## src/rtl/wb_arbiter_pkg.sv

```systemverilog
// Shared types and helpers for the write-back arbiter: FU result and buffered entry formats,
// the source enumeration, and ROB-age arithmetic.
package wb_arbiter_pkg;

   localparam int TAG_W   = 5;
   localparam int PD_W    = 7;
   localparam int DATA_W  = 32;
   localparam int NUM_SRC = 3;

   typedef struct packed {
      logic              valid;
      logic [TAG_W-1:0]  robTag;
      logic [PD_W-1:0]   pd;
      logic              we;
      logic [DATA_W-1:0] data;
   } fu_result_t;

   typedef struct packed {
      logic              valid;
      logic [TAG_W-1:0]  robTag;
      logic [PD_W-1:0]   pd;
      logic              we;
      logic [DATA_W-1:0] data;
   } wb_entry_t;

   typedef enum logic [1:0] {
      SRC_ALU = 2'd0,
      SRC_BR  = 2'd1,
      SRC_MEM = 2'd2
   } src_e;

   // Ages are distances from the ROB head, so the 5-bit subtraction wraps naturally.
   function automatic logic isYounger(input logic [TAG_W-1:0] tag,
                                      input logic [TAG_W-1:0] refTag,
                                      input logic [TAG_W-1:0] robHead);
      logic [TAG_W-1:0] tagAge;
      logic [TAG_W-1:0] refAge;
      tagAge = tag - robHead;
      refAge = refTag - robHead;
      return tagAge > refAge;
   endfunction

   function automatic logic [1:0] srcAdd(input logic [1:0] src, input logic [1:0] step);
      logic [2:0] sum;
      sum = {1'b0, src} + {1'b0, step};
      return (sum >= 3'(NUM_SRC)) ? 2'(sum - 3'(NUM_SRC)) : sum[1:0];
   endfunction

endpackage

```

## src/rtl/wb_arbiter_if.sv

```systemverilog
// Bundle of FU result inputs, flush control and CDB outputs shared by the arbiter and its clients.
interface wb_arbiter_if;
   import wb_arbiter_pkg::*;

   logic              alu_valid;
   logic              b_valid;
   logic              mem_valid;
   logic [TAG_W-1:0]  alu_rob_tag;
   logic [TAG_W-1:0]  b_rob_tag;
   logic [TAG_W-1:0]  mem_rob_tag;
   logic [PD_W-1:0]   alu_pd;
   logic [PD_W-1:0]   b_pd;
   logic [PD_W-1:0]   mem_pd;
   logic              alu_we;
   logic              b_we;
   logic              mem_we;
   logic [DATA_W-1:0] alu_result;
   logic [DATA_W-1:0] b_result;
   logic [DATA_W-1:0] mem_result;
   logic              alu_full;
   logic              b_full;
   logic              mem_full;
   logic              mispredict;
   logic [TAG_W-1:0]  mispredict_tag;
   logic [TAG_W-1:0]  rob_head;
   logic              cdb_valid;
   logic [TAG_W-1:0]  cdb_rob_tag;
   logic [PD_W-1:0]   cdb_pd;
   logic              cdb_we;
   logic [DATA_W-1:0] cdb_data;
   logic              overflow;

   modport master (
      output alu_valid, b_valid, mem_valid,
      output alu_rob_tag, b_rob_tag, mem_rob_tag,
      output alu_pd, b_pd, mem_pd,
      output alu_we, b_we, mem_we,
      output alu_result, b_result, mem_result,
      output mispredict, mispredict_tag, rob_head,
      input  alu_full, b_full, mem_full,
      input  cdb_valid, cdb_rob_tag, cdb_pd, cdb_we, cdb_data, overflow
   );

   modport slave (
      input  alu_valid, b_valid, mem_valid,
      input  alu_rob_tag, b_rob_tag, mem_rob_tag,
      input  alu_pd, b_pd, mem_pd,
      input  alu_we, b_we, mem_we,
      input  alu_result, b_result, mem_result,
      input  mispredict, mispredict_tag, rob_head,
      output alu_full, b_full, mem_full,
      output cdb_valid, cdb_rob_tag, cdb_pd, cdb_we, cdb_data, overflow
   );

endinterface

```

## src/rtl/wb_arbiter_fifo.sv

```systemverilog
// Per-source result buffer with per-entry flush mask. An empty buffer forwards an accepted push
// as its head so a result can be granted in the cycle it arrives.
module wb_fifo
   import wb_arbiter_pkg::*;
#(
   parameter int DEPTH = 2
) (
   input  logic             clk,
   input  logic             reset,
   input  logic             i_push,
   input  wb_entry_t        i_pushEntry,
   input  logic             i_grant,
   input  logic             i_flush,
   input  logic [TAG_W-1:0] i_flushTag,
   input  logic [TAG_W-1:0] i_robHead,
   output wb_entry_t        o_head,
   output logic             o_eligible,
   output logic             o_full,
   output logic             o_overflow
);

   localparam int PTR_W = (DEPTH > 1) ? $clog2(DEPTH) : 1;
   localparam int CNT_W = $clog2(DEPTH + 1);

   wb_entry_t        r_mem [DEPTH];
   logic [PTR_W-1:0] r_wrPtr;
   logic [PTR_W-1:0] r_rdPtr;
   logic [CNT_W-1:0] r_count;

   logic      w_empty;
   logic      w_pushAccept;
   logic      w_headPresent;
   logic      w_headDead;
   logic      w_pop;
   wb_entry_t w_stored;

   function automatic logic [PTR_W-1:0] nextPtr(input logic [PTR_W-1:0] p);
      return (p == PTR_W'(DEPTH - 1)) ? '0 : p + PTR_W'(1);
   endfunction

   assign o_full       = (r_count == CNT_W'(DEPTH));
   assign w_empty      = (r_count == '0);
   assign o_overflow   = i_push && o_full;
   assign w_pushAccept = i_push && !o_full &&
                         !(i_flush && isYounger(i_pushEntry.robTag, i_flushTag, i_robHead));
   assign w_stored     = r_mem[r_rdPtr];

   // A head that is already invalid or being flushed this cycle is retired without a grant.
   always_comb begin
      o_head        = w_stored;
      w_headPresent = 1'b0;
      w_headDead    = 1'b0;
      if (!w_empty) begin
         w_headPresent = 1'b1;
         w_headDead    = !w_stored.valid ||
                         (i_flush && isYounger(w_stored.robTag, i_flushTag, i_robHead));
      end else if (w_pushAccept) begin
         o_head        = i_pushEntry;
         w_headPresent = 1'b1;
      end
      o_eligible = w_headPresent && !w_headDead;
      w_pop      = w_headPresent && (w_headDead || i_grant);
   end

   always_ff @(posedge clk) begin
      if (reset) begin
         r_wrPtr <= '0;
         r_rdPtr <= '0;
         r_count <= '0;
         for (int i = 0; i < DEPTH; i++) begin
            r_mem[i].valid <= 1'b0;
         end
      end else begin
         for (int i = 0; i < DEPTH; i++) begin
            if (i_flush && isYounger(r_mem[i].robTag, i_flushTag, i_robHead)) begin
               r_mem[i].valid <= 1'b0;
            end
         end
         if (w_pushAccept) begin
            r_mem[r_wrPtr] <= i_pushEntry;
            r_wrPtr        <= nextPtr(r_wrPtr);
         end
         if (w_pop) begin
            r_rdPtr <= nextPtr(r_rdPtr);
         end
         case ({w_pushAccept, w_pop})
            2'b10:   r_count <= r_count + CNT_W'(1);
            2'b01:   r_count <= r_count - CNT_W'(1);
            default: r_count <= r_count;
         endcase
      end
   end

endmodule

```

## src/rtl/wb_arbiter.sv

```systemverilog
// Write-back arbiter: buffers ALU, branch and memory results and broadcasts one per cycle on the
// CDB under round-robin, discarding results younger than a mispredicted branch.
module wb_arbiter
   import wb_arbiter_pkg::*;
#(
   parameter int FIFO_DEPTH = 2
) (
   input  logic        clk,
   input  logic        reset,
   wb_arbiter_if.slave bus
);

   fu_result_t         w_fuIn      [NUM_SRC];
   wb_entry_t          w_pushEntry [NUM_SRC];
   wb_entry_t          w_head      [NUM_SRC];
   logic [NUM_SRC-1:0] w_eligible;
   logic [NUM_SRC-1:0] w_full;
   logic [NUM_SRC-1:0] w_overflowPulse;
   logic [NUM_SRC-1:0] w_grant;
   logic               w_anyGrant;
   src_e               w_grantSrc;
   src_e               w_rrPtrNext;
   src_e               r_rrPtr;
   wb_entry_t          r_cdb;
   logic               r_overflow;

   assign w_fuIn[SRC_ALU] = '{valid: bus.alu_valid, robTag: bus.alu_rob_tag, pd: bus.alu_pd,
                              we: bus.alu_we, data: bus.alu_result};
   assign w_fuIn[SRC_BR]  = '{valid: bus.b_valid, robTag: bus.b_rob_tag, pd: bus.b_pd,
                              we: bus.b_we, data: bus.b_result};
   assign w_fuIn[SRC_MEM] = '{valid: bus.mem_valid, robTag: bus.mem_rob_tag, pd: bus.mem_pd,
                              we: bus.mem_we, data: bus.mem_result};

   for (genvar g = 0; g < NUM_SRC; g++) begin : gSrc
      assign w_pushEntry[g] = '{valid: 1'b1, robTag: w_fuIn[g].robTag, pd: w_fuIn[g].pd,
                                we: w_fuIn[g].we, data: w_fuIn[g].data};

      wb_fifo #(
         .DEPTH (FIFO_DEPTH)
      ) u_fifo (
         .clk         (clk),
         .reset       (reset),
         .i_push      (w_fuIn[g].valid),
         .i_pushEntry (w_pushEntry[g]),
         .i_grant     (w_grant[g]),
         .i_flush     (bus.mispredict),
         .i_flushTag  (bus.mispredict_tag),
         .i_robHead   (bus.rob_head),
         .o_head      (w_head[g]),
         .o_eligible  (w_eligible[g]),
         .o_full      (w_full[g]),
         .o_overflow  (w_overflowPulse[g])
      );
   end

   always_ff @(posedge clk) begin
      if (reset) begin
         r_rrPtr <= SRC_ALU;
      end else begin
         r_rrPtr <= w_rrPtrNext;
      end
   end

   // Scan starting at the pointer; only a real grant moves it, dead-head retirement does not.
   always_comb begin : arbComb
      logic [1:0] idx;
      idx         = '0;
      w_rrPtrNext = r_rrPtr;
      w_grantSrc  = r_rrPtr;
      w_anyGrant  = 1'b0;
      w_grant     = '0;
      for (int k = 0; k < NUM_SRC; k++) begin
         idx = srcAdd(r_rrPtr, 2'(k));
         if (!w_anyGrant && w_eligible[idx]) begin
            w_anyGrant = 1'b1;
            w_grantSrc = src_e'(idx);
         end
      end
      if (w_anyGrant) begin
         w_grant[w_grantSrc] = 1'b1;
         w_rrPtrNext         = src_e'(srcAdd(w_grantSrc, 2'd1));
      end
   end

   always_ff @(posedge clk) begin
      if (reset) begin
         r_cdb      <= '0;
         r_overflow <= 1'b0;
      end else begin
         if (w_anyGrant) begin
            r_cdb <= '{valid: 1'b1, robTag: w_head[w_grantSrc].robTag, pd: w_head[w_grantSrc].pd,
                       we: w_head[w_grantSrc].we, data: w_head[w_grantSrc].data};
         end else begin
            r_cdb.valid <= 1'b0;
         end
         if (|w_overflowPulse) begin
            r_overflow <= 1'b1;
         end
      end
   end

   assign bus.alu_full    = w_full[SRC_ALU];
   assign bus.b_full      = w_full[SRC_BR];
   assign bus.mem_full    = w_full[SRC_MEM];
   assign bus.cdb_valid   = r_cdb.valid;
   assign bus.cdb_rob_tag = r_cdb.robTag;
   assign bus.cdb_pd      = r_cdb.pd;
   assign bus.cdb_we      = r_cdb.we;
   assign bus.cdb_data    = r_cdb.data;
   assign bus.overflow    = r_overflow;

endmodule

```

## src/flat_wrapper.sv

```systemverilog
// flat-port wrapper written by rule: the top's interface ports become plain ports
module wb_arbiter_flat import wb_arbiter_pkg::*;
#(
   parameter int FIFO_DEPTH = 2
)
  (clk, reset, bus_alu_valid, bus_b_valid, bus_mem_valid, bus_alu_rob_tag, bus_b_rob_tag, bus_mem_rob_tag, bus_alu_pd, bus_b_pd, bus_mem_pd, bus_alu_we, bus_b_we, bus_mem_we, bus_alu_result, bus_b_result, bus_mem_result, bus_mispredict, bus_mispredict_tag, bus_rob_head, bus_alu_full, bus_b_full, bus_mem_full, bus_cdb_valid, bus_cdb_rob_tag, bus_cdb_pd, bus_cdb_we, bus_cdb_data, bus_overflow);
  wb_arbiter_if bus_i ();
  input  logic clk;
  input  logic reset;
  input wire logic [$bits(bus_i.alu_valid)-1:0] bus_alu_valid;
  input wire logic [$bits(bus_i.b_valid)-1:0] bus_b_valid;
  input wire logic [$bits(bus_i.mem_valid)-1:0] bus_mem_valid;
  input wire logic [$bits(bus_i.alu_rob_tag)-1:0] bus_alu_rob_tag;
  input wire logic [$bits(bus_i.b_rob_tag)-1:0] bus_b_rob_tag;
  input wire logic [$bits(bus_i.mem_rob_tag)-1:0] bus_mem_rob_tag;
  input wire logic [$bits(bus_i.alu_pd)-1:0] bus_alu_pd;
  input wire logic [$bits(bus_i.b_pd)-1:0] bus_b_pd;
  input wire logic [$bits(bus_i.mem_pd)-1:0] bus_mem_pd;
  input wire logic [$bits(bus_i.alu_we)-1:0] bus_alu_we;
  input wire logic [$bits(bus_i.b_we)-1:0] bus_b_we;
  input wire logic [$bits(bus_i.mem_we)-1:0] bus_mem_we;
  input wire logic [$bits(bus_i.alu_result)-1:0] bus_alu_result;
  input wire logic [$bits(bus_i.b_result)-1:0] bus_b_result;
  input wire logic [$bits(bus_i.mem_result)-1:0] bus_mem_result;
  input wire logic [$bits(bus_i.mispredict)-1:0] bus_mispredict;
  input wire logic [$bits(bus_i.mispredict_tag)-1:0] bus_mispredict_tag;
  input wire logic [$bits(bus_i.rob_head)-1:0] bus_rob_head;
  output wire logic [$bits(bus_i.alu_full)-1:0] bus_alu_full;
  output wire logic [$bits(bus_i.b_full)-1:0] bus_b_full;
  output wire logic [$bits(bus_i.mem_full)-1:0] bus_mem_full;
  output wire logic [$bits(bus_i.cdb_valid)-1:0] bus_cdb_valid;
  output wire logic [$bits(bus_i.cdb_rob_tag)-1:0] bus_cdb_rob_tag;
  output wire logic [$bits(bus_i.cdb_pd)-1:0] bus_cdb_pd;
  output wire logic [$bits(bus_i.cdb_we)-1:0] bus_cdb_we;
  output wire logic [$bits(bus_i.cdb_data)-1:0] bus_cdb_data;
  output wire logic [$bits(bus_i.overflow)-1:0] bus_overflow;
  assign bus_i.alu_valid = bus_alu_valid;
  assign bus_i.b_valid = bus_b_valid;
  assign bus_i.mem_valid = bus_mem_valid;
  assign bus_i.alu_rob_tag = bus_alu_rob_tag;
  assign bus_i.b_rob_tag = bus_b_rob_tag;
  assign bus_i.mem_rob_tag = bus_mem_rob_tag;
  assign bus_i.alu_pd = bus_alu_pd;
  assign bus_i.b_pd = bus_b_pd;
  assign bus_i.mem_pd = bus_mem_pd;
  assign bus_i.alu_we = bus_alu_we;
  assign bus_i.b_we = bus_b_we;
  assign bus_i.mem_we = bus_mem_we;
  assign bus_i.alu_result = bus_alu_result;
  assign bus_i.b_result = bus_b_result;
  assign bus_i.mem_result = bus_mem_result;
  assign bus_i.mispredict = bus_mispredict;
  assign bus_i.mispredict_tag = bus_mispredict_tag;
  assign bus_i.rob_head = bus_rob_head;
  assign bus_alu_full = bus_i.alu_full;
  assign bus_b_full = bus_i.b_full;
  assign bus_mem_full = bus_i.mem_full;
  assign bus_cdb_valid = bus_i.cdb_valid;
  assign bus_cdb_rob_tag = bus_i.cdb_rob_tag;
  assign bus_cdb_pd = bus_i.cdb_pd;
  assign bus_cdb_we = bus_i.cdb_we;
  assign bus_cdb_data = bus_i.cdb_data;
  assign bus_overflow = bus_i.overflow;
  wb_arbiter #(.FIFO_DEPTH(FIFO_DEPTH)) u_core (.clk(clk), .reset(reset), .bus(bus_i));
endmodule
```

## config.mk

```make
export PLATFORM = sky130hd
export DESIGN_NAME = wb_arbiter_flat
export DESIGN_NICKNAME = d
export VERILOG_FILES = /design/src/rtl/wb_arbiter_pkg.sv /design/src/rtl/wb_arbiter_if.sv /design/src/rtl/wb_arbiter_fifo.sv /design/src/rtl/wb_arbiter.sv /design/src/flat_wrapper.sv
export SDC_FILE = /design/constraint.sdc
export NUM_CORES = 1
export LEC_CHECK = 0
export ABC_AREA = 1
export BUFFER_PORTS_ARGS = -buffer_cell sky130_fd_sc_hd__buf_2
export CELL_PAD_IN_SITES_DETAIL_PLACEMENT = 0
export CELL_PAD_IN_SITES_GLOBAL_PLACEMENT = 1
export CORE_MARGIN = 3
export CORE_UTILIZATION = 42
export DETAILED_ROUTE_END_ITERATION = 8
export PLACE_DENSITY_LB_ADDON = 0.2
export SLEW_MARGIN = 5
export SYNTH_ARGS = -nofsm -noshare
export SYNTH_HDL_FRONTEND = slang
export SYNTH_SLANG_ARGS = --single-unit
```

## constraint.sdc

```tcl
create_clock -name clk -period 7.3 [get_ports clk]
set_input_delay 0.365 -clock clk [delete_from_list [all_inputs] [get_ports clk]]
set_output_delay 0.365 -clock clk [all_outputs]
set_load 0.1 [all_outputs]
```

### Yosys cells after proc, flatten, opt, wreduce, memory -nomap -nowiden

Memory sizes are Yosys's and may differ from the RTL's. A register that Yosys moved wholly into a read port is not among the register bits.
Cells that the tools add are included.

| storage, ports and cells | value |
|---|---|
| latch bits | 0 |
| RAM bits | 276 |
| input bits | 151 |
| bits in registers | 61 |
| output and inout bits | 50 |
| word-level logic and storage cells | 231 |
| memories | 3 |
| ROM bits | 0 |

Memory list:

| name | words | bits a word | read ports | clocked after Yosys merged registers in | write ports | RTL line | RTL |
|---|---|---|---|---|---|---|---|
| u_core.gSrc[0].u_fifo.r_mem | 2 | 46 | 3 | 1 | 3 | wb_arbiter_fifo.sv:25 | `wb_entry_t r_mem [DEPTH];` |
| u_core.gSrc[1].u_fifo.r_mem | 2 | 46 | 3 | 1 | 3 | wb_arbiter_fifo.sv:25 |  |
| u_core.gSrc[2].u_fifo.r_mem | 2 | 46 | 3 | 1 | 3 | wb_arbiter_fifo.sv:25 |  |

| operators by class | value |
|---|---|
| multiply operators | 0 |
| divide/modulo/power cells | 0 |
| reduce and logical (&&, ||, !) cells | 57 |
| add/subtract/negate cells | 32 |
| shifts and indexed selects | 0 |
| mux-type cells | 85 |
| bitwise gates (word level) | 7 |
| magnitude comparators | 22 |
| eq/ne operators | 9 |

Operator list:

| kind | count |
|---|---|
| 46-bit two-way mux | 6 |
| 46-bit binary-select mux with 2-bit select | 1 |
| 45-bit two-way mux | 2 |
| 5-bit subtractor | 13 |
| 1-bit two-way mux | 61 |
| 5-bit greater-than comparator | 12 |
| 1-bit logical AND | 30 |
| 1-bit zero test | 14 |
| 2-bit two-way mux | 7 |
| 2-bit equality test, second input constant | 6 |
| 2-bit by 3-bit < comparator with 1-bit output, second input constant | 4 |
| 2-bit one-hot mux with 2 select lines | 3 |
| 3-bit by 2-bit greater-or-equal comparator with 1-bit output, second input constant | 3 |
| 2-bit subtractor, second input constant | 4 |
| 1-bit adder, second input constant | 6 |
| 2-bit by 1-bit adder with 2-bit output, second input constant | 3 |
| 2-bit by 1-bit adder with 3-bit output, second input constant | 2 |
| 1-bit binary-select mux with 2-bit select | 3 |
| 2-bit by 1-bit equality test with 1-bit output, second input constant | 3 |
| 2-bit zero test | 3 |
| 1-bit logical OR | 6 |
| 1-bit bitwise OR | 6 |
| 2-bit nonzero test | 3 |
| 2-bit by 1-bit subtractor with 2-bit output, second input constant | 3 |
| 8 further kinds | 8 |

### Longest topological paths before layout

Gate-level depths: netlist of run 1.

| depth | value |
|---|---|
| depth in word-level cells | 26 |
| mapped depth | 36 |
| depth with buffers taken out | 34 |

### Modules after synthesis

From an unflattened synthesis of run 1, not the netlist that was laid out.

| unflattened totals | value |
|---|---|
| cells, all modules | 1954 |
| area total of the unflattened synthesis | 19157.1 um^2 |

Modules (own cells, without submodules):

| module | cells each | area each (um^2) | times used | seq. area each (um^2) |
|---|---|---|---|---|
| wb_fifo at u_core.gSrc[2].u_fifo | 469 | 5231.3 | 1 | 2862.7 |
| wb_fifo at u_core.gSrc[0].u_fifo | 458 | 5210.0 | 1 | 2862.7 |
| wb_fifo at u_core.gSrc[1].u_fifo | 457 | 5207.5 | 1 | 2862.7 |
| wb_arbiter | 570 | 3508.4 | 1 | 980.9 |

### Worst setup path after synthesis of run 1

Ideal clock, no wire load.

| timing path | value |
|---|---|
| kind | input -> register |
| start | in bus_rob_head[1] |
| end | mem u_core.gSrc[1].u_fifo.r_mem[0][0] (netlist bit) (enable) |
| setup time | 505 ps |
| arrival time | 6306 ps |
| data required time | 6795 ps |
| cell stages on the path | 13 |
| path slack | 489 ps |
| buffers on the path | 0 |
| path through | inv_1 > ha_1 > nand2_1 > o21ai_0 > xnor2_1 > ha_1 > nand2_1 > nor2_1 > nand2_1 > nand3_1 > a21boi_0 > inv_1 > nor3_1 |

RTL lines:

| item | RTL line | RTL |
|---|---|---|
| from (decl) | flat_wrapper.sv:27 | `input wire logic [$bits(bus_i.rob_head)-1:0] bus_rob_head;` |
| to (decl) | wb_arbiter_fifo.sv:25 |  |

==> results.txt, run 1 <==
status -> finished, final reports clean
vias in the first global route -> 13810
worst skew pair latency -> 550 ps
CP startpoint kind -> register
Core Area -> 0.04251 mm2
Final GP Congestion -> 0.8605
largest net degree at the start of global routing -> 90
final wirelength -> 52530 um
initial antenna violation count -> 9
Final Max Slew Viols -> 0
Mapped Area -> 0.01835 mm2
Congestion Overflow GR -> 0
final worst slack -> 1986 ps
Layout Skew -> 18.97 ps
Post-DRT Antenna Nets -> 0
CTS clock-pin slew for the worst setup and hold paths -> 60 ps
Final min period -> 5314 ps
CP max stage cell -> dfxtp_2
Crit Path Max Fanout -> 26
Lkg Pwr -> 9.020 nW
slew margin rel. -> 30.72%
nature of the critical path endpoint -> register
Vias -> 14320
max incr delay on CP -> 680 ps
fmax -> 0.1882 GHz
share of cells above drive strength 1 -> 15.15%
Die Height -> 215.0 um
Data arrival, critical path -> 5760 ps
Layout Nets -> 2420
Fin. Hold Viols -> 0
CTS tree -> yes
commonest non-fill, non-tap cell in the layout -> nand2_1
CP most frequent cell -> nand2_1
Cell variety after synth -> 42
# IOs -> 201
post-synthesis register bit count -> 340
Detailed Routing Iterations Pass 1 -> 7
worst slew pin tran -> 1039 ps
PD cells -> 457.9 mW/mm2
Mapped Cells -> 1922
routed len/inst -> 19.11 um
first-pass GRT wire length -> 81830 um
Final HPWL DP -> 35460 um
Avg Inst Size Synth -> 9.546 um2
most frequent cells in the layout -> nand2_1, edfxtp_1, o21ai_0
setup bufs post-CTS -> 0
DR DRC count -> 0
register area share after synthesis -> 51.83%
CTS Root Cell -> clkbuf_16
Row Count -> 75
initial DRC count -> 1119
Hold Crit Class -> input pin to register
Crit Path Class -> register to register
CTS sink cnt -> 340
hold_sp -> bus_b_result[19]
post-cts resize count -> 0
number of max-cap violations -> 0
die width -> 215.0 um
Synth Net Count -> 2206
Initial Util -> 43.16%
Ys Warns -> 0
maximum vdd drop -> 0.5062 mV
number of buffers created by CTS -> 40
final setup TNS -> 0 ps
vias per cell -> 5.211
Fill cells -> 3933
Die Footprint -> 0.04623 mm2
RSZ-0062 raised after global routing -> false
Place WS -> 1692 ps
gr usage total -> 22.49%
final period utilization -> 72.79%
Final setup viols -> 0
H-tree Lvls -> 2
hold_buf cts -> 49
Clock Path Buffers -> 3
Area Overhead vs Synth -> 17.66%
Port-buffer cells -> 200
Critical Path RT -> 7740 ps
-- synth_stat cells --
cell type | count | area share [%]
o21ai_1 | 2 | 0.055
clkinv_1 | 1 | 0.020
nand4_1 | 6 | 0.20
buf_4 | 6 | 0.25
nand4_4 | 1 | 0.12
o221ai_1 | 6 | 0.29
inv_1 | 117 | 2.4
fa_1 | 13 | 1.4
nand3_1 | 222 | 6.1
nand3_2 | 5 | 0.27
a21oi_2 | 3 | 0.14
a31oi_1 | 3 | 0.10
o211ai_1 | 5 | 0.20
inv_4 | 1 | 0.034
nand2_2 | 8 | 0.27
dfxtp_1 | 70 | 7.6
xor2_1 | 44 | 2.1
o21ai_0 | 229 | 6.2
a31o_2 | 3 | 0.14
a21boi_0 | 1 | 0.041
inv_2 | 4 | 0.082
buf_1 | 13 | 0.27
a211oi_1 | 1 | 0.041
nand2_1 | 390 | 8.0
nand3_4 | 1 | 0.095
nor2_2 | 1 | 0.034
clkbuf_1 | 54 | 1.1
ha_1 | 120 | 8.2
nand2_4 | 2 | 0.12
mux2i_1 | 44 | 2.4
nor2_1 | 110 | 2.3
edfxtp_1 | 270 | 44
buf_6 | 3 | 0.18
nor3_1 | 6 | 0.16
a21o_1 | 4 | 0.16
a221oi_1 | 1 | 0.048
a21oi_1 | 104 | 2.8
o21bai_1 | 1 | 0.041
xnor2_1 | 12 | 0.57
o2bb2ai_1 | 1 | 0.048
buf_2 | 26 | 0.71
mux2_2 | 8 | 0.49
-- logic make-up after synthesis --
group                      Yosys count  synth area share (%)
adders and majority gates          133                 9.602
and+or+nand+nor                    752                 17.57
DFF                                340                 51.83
xor gates and xnor gates            56                 2.673
AOI/OAI and AO/OA                  364                 10.40
buffers and inverters              225                 5.039
muxes                               52                 2.891
-- final timing paths --
kind / to / slack, ps / cells past startpoint
setup / recovery: u_core.gSrc[2].u_fifo.r_count[1]$_SDFFE_PP0P_ / 1990 / 32
hold / removal: u_core.gSrc[1].u_fifo.r_mem[1][19]$_DFFE_PP_ / 30 / 1
setup reg to reg: u_core.gSrc[2].u_fifo.r_count[1]$_SDFFE_PP0P_ / 1990 / 32
hold reg to reg: register / 450 / 1
-- critical path, delay by kind of cell (launching register included) --
kind	cells	cell delay, ps
and+or+nand+nor	16	1580
AOI/OAI and AO/OA	8	1180
buffers and inverters	2	240
adders and majority gates	5	1390
xor gates and xnor gates	1	120
DFF	1	680
-- state kept, by name, indices dropped and copies added (netlist names), named ones only --
signal                      count
u_core.bus.cdb_pd               7
u_core.bus.cdb_rob_tag          5
u_core.bus.cdb_data            32
u_core.gSrc.u_fifo.r_wrPtr      3
u_core.r_rrPtr                  2
u_core.bus.cdb_we               1
u_core.gSrc.u_fifo.r_rdPtr      3
u_core.gSrc.u_fifo.r_count      6
u_core.gSrc.u_fifo.r_mem      276
u_core.bus.overflow             1
u_core.bus.cdb_valid            1
-- report_power, final --
group          leakage, nW  switching (W)  internal (W)
registers             3.05       0.000160       0.00242
logic                 5.38        0.00396       0.00147
clock network        0.589       0.000778       0.00110
-- final cells by class --
type | instances | area (um2) | area share (%)
antenna | 6 | 15.01 | 0.06955
clock buffer | 58 | 1120 | 5.187
clock inverter | 13 | 93.84 | 0.4347
inverter | 123 | 464.2 | 2.150
multi-input combinational | 1357 | 7981 | 36.97
sequential | 340 | 9513 | 44.07
tap | 577 | 721.9 | 3.344
timing repair buffer | 274 | 1679 | 7.778
-- through the flow --
| step | instance area, um2 | util [%] | std cells | hold WS [ps] | power, W |
|---|---|---|---|---|---|
| global route | 21590 | 50.78 | 2748 | 1.562 | 0.01064 |
| finish | 21590 | 50.78 | 2748 | 25.78 | 0.009886 |
| global placement | 19870 | 46.74 | 2622 | 436.6 | 0.007948 |
| CTS | 21570 | 50.75 | 2742 | 0.08502 | 0.009939 |
| detailed placement | 19870 | 46.74 | 2622 | 440.0 | 0.008014 |
| floorplan | 18350 | - | 1922 | 425.8 | 0.006625 |
-- metal layers --
layer | vias up | part of all wire [%] | GRT usage, %
li1 | 7135 | - | -
met1 | 6676 | 49 | 34.84
met2 | 427 | 42 | 32.07
met3 | 77 | 6.6 | 4.492
met4 | 4 | 2.3 | 5.684
met5 | - | 0.044 | 0
(Power assumes the default switching activity.)
==> run 2, diff against run 1 <==
--- a/config.mk
+++ b/config.mk
@@ -5,12 +5,12 @@
 export SDC_FILE = /design/constraint.sdc
 export NUM_CORES = 1
 export LEC_CHECK = 0
-export ABC_AREA = 1
+export ABC_AREA = 0
 export BUFFER_PORTS_ARGS = -buffer_cell sky130_fd_sc_hd__buf_2
 export CELL_PAD_IN_SITES_DETAIL_PLACEMENT = 0
 export CELL_PAD_IN_SITES_GLOBAL_PLACEMENT = 1
 export CORE_MARGIN = 3
-export CORE_UTILIZATION = 42
+export CORE_UTILIZATION = 44
 export DETAILED_ROUTE_END_ITERATION = 8
 export PLACE_DENSITY_LB_ADDON = 0.2
 export SLEW_MARGIN = 5
==> constraint.sdc (replaced) <==
create_clock -name clk -period 4.95 [get_ports clk]
set_input_delay 0.2475 -clock clk [delete_from_list [all_inputs] [get_ports clk]]
set_output_delay 0.2475 -clock clk [all_outputs]
set_load 0.1 [all_outputs]
==> run 2 against run 1 <==
  * The run now ends with negative setup slack left
  * Utilization increased by 6.0 points
  * Design area up 15%
  * Maximum frequency up 7.1%
  * Synthesized area grew 7.2%
  * Final cell count grew 0.73%
  * Non-clock buffer count grew 155
  * Setup slack got worse by 2000 ps
  * Global-route usage rose by 2.4 points
  * Combinational power increased by 77%
  * Clock skew is 3.3 ps lower
  * Die area rose by 2.3%
  * Worst hold slack improved by 45 ps
  * Largest cell class is now multi-input combinational cells
==> results.txt, run 2 <==
largest net degree at the start of global routing -> 83 (-7.8%)
worst slew pin tran -> 890.1 ps (-149.0 ps)
first-pass GRT wire length -> 91860 um (+12%)
failing checks -> negative setup slack
vias per cell -> 5.694 (+9.3%)
dominant synthesized flop cell -> edfxtp_1
Initial Util -> 45.07% (+1.9 points)
Crit Path Max Fanout -> 6 (-77%)
PD cells -> 652.8 mW/mm2 (+43%)
Congestion Overflow GR -> 0 (unchanged)
CP max stage cell -> fa_1
complex-gate fraction of the synthesized area -> 18.48% (+8.1 points)
Clock Path Buffers -> 3 (unchanged)
top cell type's share of synthesized area -> 41.21% (-3.0 points)
nature of the critical path endpoint -> register
gr usage total -> 24.86% (+2.4 points)
Post-DRT Antenna Nets -> 0 (unchanged)
Layout Skew -> 15.72 ps (-3.254 ps)
Die Footprint -> 0.04728 mm2 (+2.3%)
Final Max Slew Viols -> 0 (unchanged)
maximum vdd drop -> 0.6186 mV (+22%)
Cell variety after synth -> 69 (+64%)
Vias -> 15760 (+10%)
CP startpoint kind -> register
Final setup viols -> 1 (+1)
Hold Crit Class -> input pin to register
Core Area -> 0.04365 mm2 (+2.7%)
Detailed Routing Iterations Pass 1 -> 5 (-2)
Fill cells -> 3748 (-4.7%)
final worst slack -> -13.15 ps (-1999 ps)
Final GP Congestion -> 0.8757 (+1.8%)
final period utilization -> 100.3% (+27 points)
most frequent cells in the layout -> edfxtp_1, o21ai_0, buf_2
max reg flops -> 276 (unchanged)
post-synthesis register bit count -> 340 (unchanged)
chain of cells forming the critical path -> mux2i_4 -> ha_1 -> inv_1 -> fa_1 -> a21o_1 -> a21oi_1 -> xnor2_1 -> ha_1 -> and3_1 -> o21a_1 -> o2111ai_2 -> o211ai_2 -> a21oi_1 -> o31a_2 -> o311a_4 -> inv_4 -> ha_4 -> inv_2 -> a211oi_2 -> a2bb2oi_2 -> ha_4 -> xnor2_2 -> or3_1 -> a21oi_1
number of max-cap violations -> 0 (unchanged)
Post-Synth Simple-Gate Area -> 7.747% (-9.8 points)
fin util -> 56.79% (+6.0 points)
worst skew pair latency -> 550 ps (about the same)
adder-cell share of the synthesized area -> 9.006% (-0.60 points)
largest area contributor in the netlist -> edfxtp_1
Synth top cells by count -> edfxtp_1, o21ai_0, a21oi_1
largest family of logic cells by synthesized area -> compound AO/OA/AOI/OAI gates
Ys Warns -> 0 (unchanged)
Crit Path Class -> register to register
# IOs -> 201 (unchanged)
Critical Path RT -> 5420 ps (-2320 ps)
slew margin rel. -> 40.66% (+9.9 points)
mux contribution to synthesized area -> 10.14% (+7.3 points)
die width -> 217.5 um (+1.1%)
CTS Root Cell -> clkbuf_16
max incr delay on CP -> 410 ps (-270 ps)
CTS clock-pin slew for the worst setup and hold paths -> 60 ps (about the same)
CP most frequent cell -> a21oi_1
worst hold slack -> 70.96 ps (+45.18 ps)
Mapped Cells -> 1808 (-5.9%)
initial antenna violation count -> 2 (-7)
fmax -> 0.2015 GHz (+7.1%)
Fin. Hold Viols -> 0 (unchanged)
Die Height -> 217.5 um (+1.1%)
final wirelength -> 59220 um (+13%)
Mapped Area -> 0.01967 mm2 (+7.2%)
Synth area leaders -> edfxtp_1, ha_1, dfxtp_1
H-tree Lvls -> 2 (unchanged)
initial DRC count -> 1165 (+4.1%)
Area Overhead vs Synth -> 26.01%
status -> finished, violations left
Async SR Flop Fraction -> 0% (unchanged)
Final min period -> 4963 ps (-350.7 ps)
Avg Inst Size Synth -> 10.88 um2 (+14%)
vias in the first global route -> 16130 (+17%)
count leader, synth -> edfxtp_1
number of buffers created by CTS -> 38 (-5.0%)
CTS tree -> yes
RSZ-0062 raised after global routing -> true
Synth Net Count -> 2092 (-5.2%)
xor/xnor cell area share of the yosys netlist -> 2.849% (+0.18 points)
Layout Nets -> 2437 (+0.70%)
Data arrival, critical path -> 5430 ps (-330 ps)
Row Count -> 76 (+1.3%)
Biggest register -> u_core.gSrc.u_fifo.r_mem
share of cells above drive strength 1 -> 24.21% (+9.1 points)
routed len/inst -> 21.40 um (+12%)
register area share after synthesis -> 48.34% (-3.5 points)
Port-buffer cells -> 200 (unchanged)
commonest non-fill, non-tap cell in the layout -> edfxtp_1
Lkg Pwr -> 9.226 nW (+2.3%)
Final HPWL DP -> 38510 um (+8.6%)
number of enable flip-flop cells after synthesis -> 270 (unchanged)
CTS sink cnt -> 340 (unchanged)
DR DRC count -> 0 (unchanged)
run 2: path summary, 6_finish.rpt:
| kind | startpoint | end | slack, ps | cells past startpoint |
|---|---|---|---|---|
| min reg2reg | u_core.gSrc[1].u_fifo.r_mem[0][45]$_SDFFE_PP1P_ | u_core.gSrc[1].u_fifo.r_mem[0][45]$_SDFFE_PP1P_ | 490 | 1 |
| max | register | u_core.gSrc[0].u_fifo.r_count[1]$_SDFFE_PP0P_ | -10 | 24 |
| min | bus_alu_valid | u_core.bus.overflow$_SDFFE_PP0P_ | 70 | 3 |
| max reg2reg | register | u_core.gSrc[0].u_fifo.r_count[1]$_SDFFE_PP0P_ | -10 | 24 |
run 2: cell type report:
cell class / count / area [um2] / share of cell area, %
Antenna cell: 2 / 5.005 / 0.02019
Clock buffer: 56 / 1069 / 4.310
Clock inverter: 12 / 107.6 / 0.4341
Inverter: 49 / 190.2 / 0.7672
Multi-Input combinational cell: 1295 / 9948 / 40.13
Sequential cell: 340 / 9519 / 38.40
Tap cell: 585 / 732.0 / 2.953
Timing Repair Buffer: 429 / 3218 / 12.98
run 2: kinds of logic after synthesis:
family,Yosys count
xor gates and xnor gates,64
AOI/OAI and AO/OA,574
buffers and inverters,173
and+or+nand+nor,335
DFF,340
adders and majority gates,134
muxes,188
run 2: metal layers:
| metal | share of wire, % | track usage, % |
|---|---|---|
| met1 | 44 | 32.95 |
| met3 | 5.3 | 3.483 |
| met4 | 2.8 | 7.871 |
| met2 | 48 | 42.33 |
| met5 | 0.012 | 0 |
run 2: worst max-delay path, delay by kind of cell, from the launching register on:
family | cells | cell delay (ps)
xor+xnor | 2 | 190
flops | 1 | 400
fa+ha+maj | 5 | 1200
mux | 1 | 250
simple gates | 2 | 530
buf+inv | 3 | 180
compound gates | 11 | 2130
run 2: report_power, final:
part | internal [W] | switching (W)
registers | 0.00362 | 0.000223
clock network | 0.00156 | 0.00116
logic | 0.00341 | 0.00621
run 2: repair_timing:
action / CTS / global route
endpoints found under the setup margin: 3 / 53
hold buffers: 135 / 0
pin swaps: 26 / 18
resized for setup: 24 / 19
hold endpoints to repair: 270 / 0
setup buffers: 11 / 8
run 2: per-stage QoR:
stage	total power [W]	setup slack, ps	cell area [um2]	std cells	setup TNS [ps]
floorplan	0.01034	-102.6	19930	1808	-196.2
global placement	0.01280	67.98	21900	2544	0
detailed placement	0.01294	-101.8	21900	2544	-201.0
CTS	0.01601	-14.84	24620	2758	-14.84
global route	0.01720	-196.8	24790	2767	-730.5
finish	0.01618	-13.15	24790	2768	-13.15
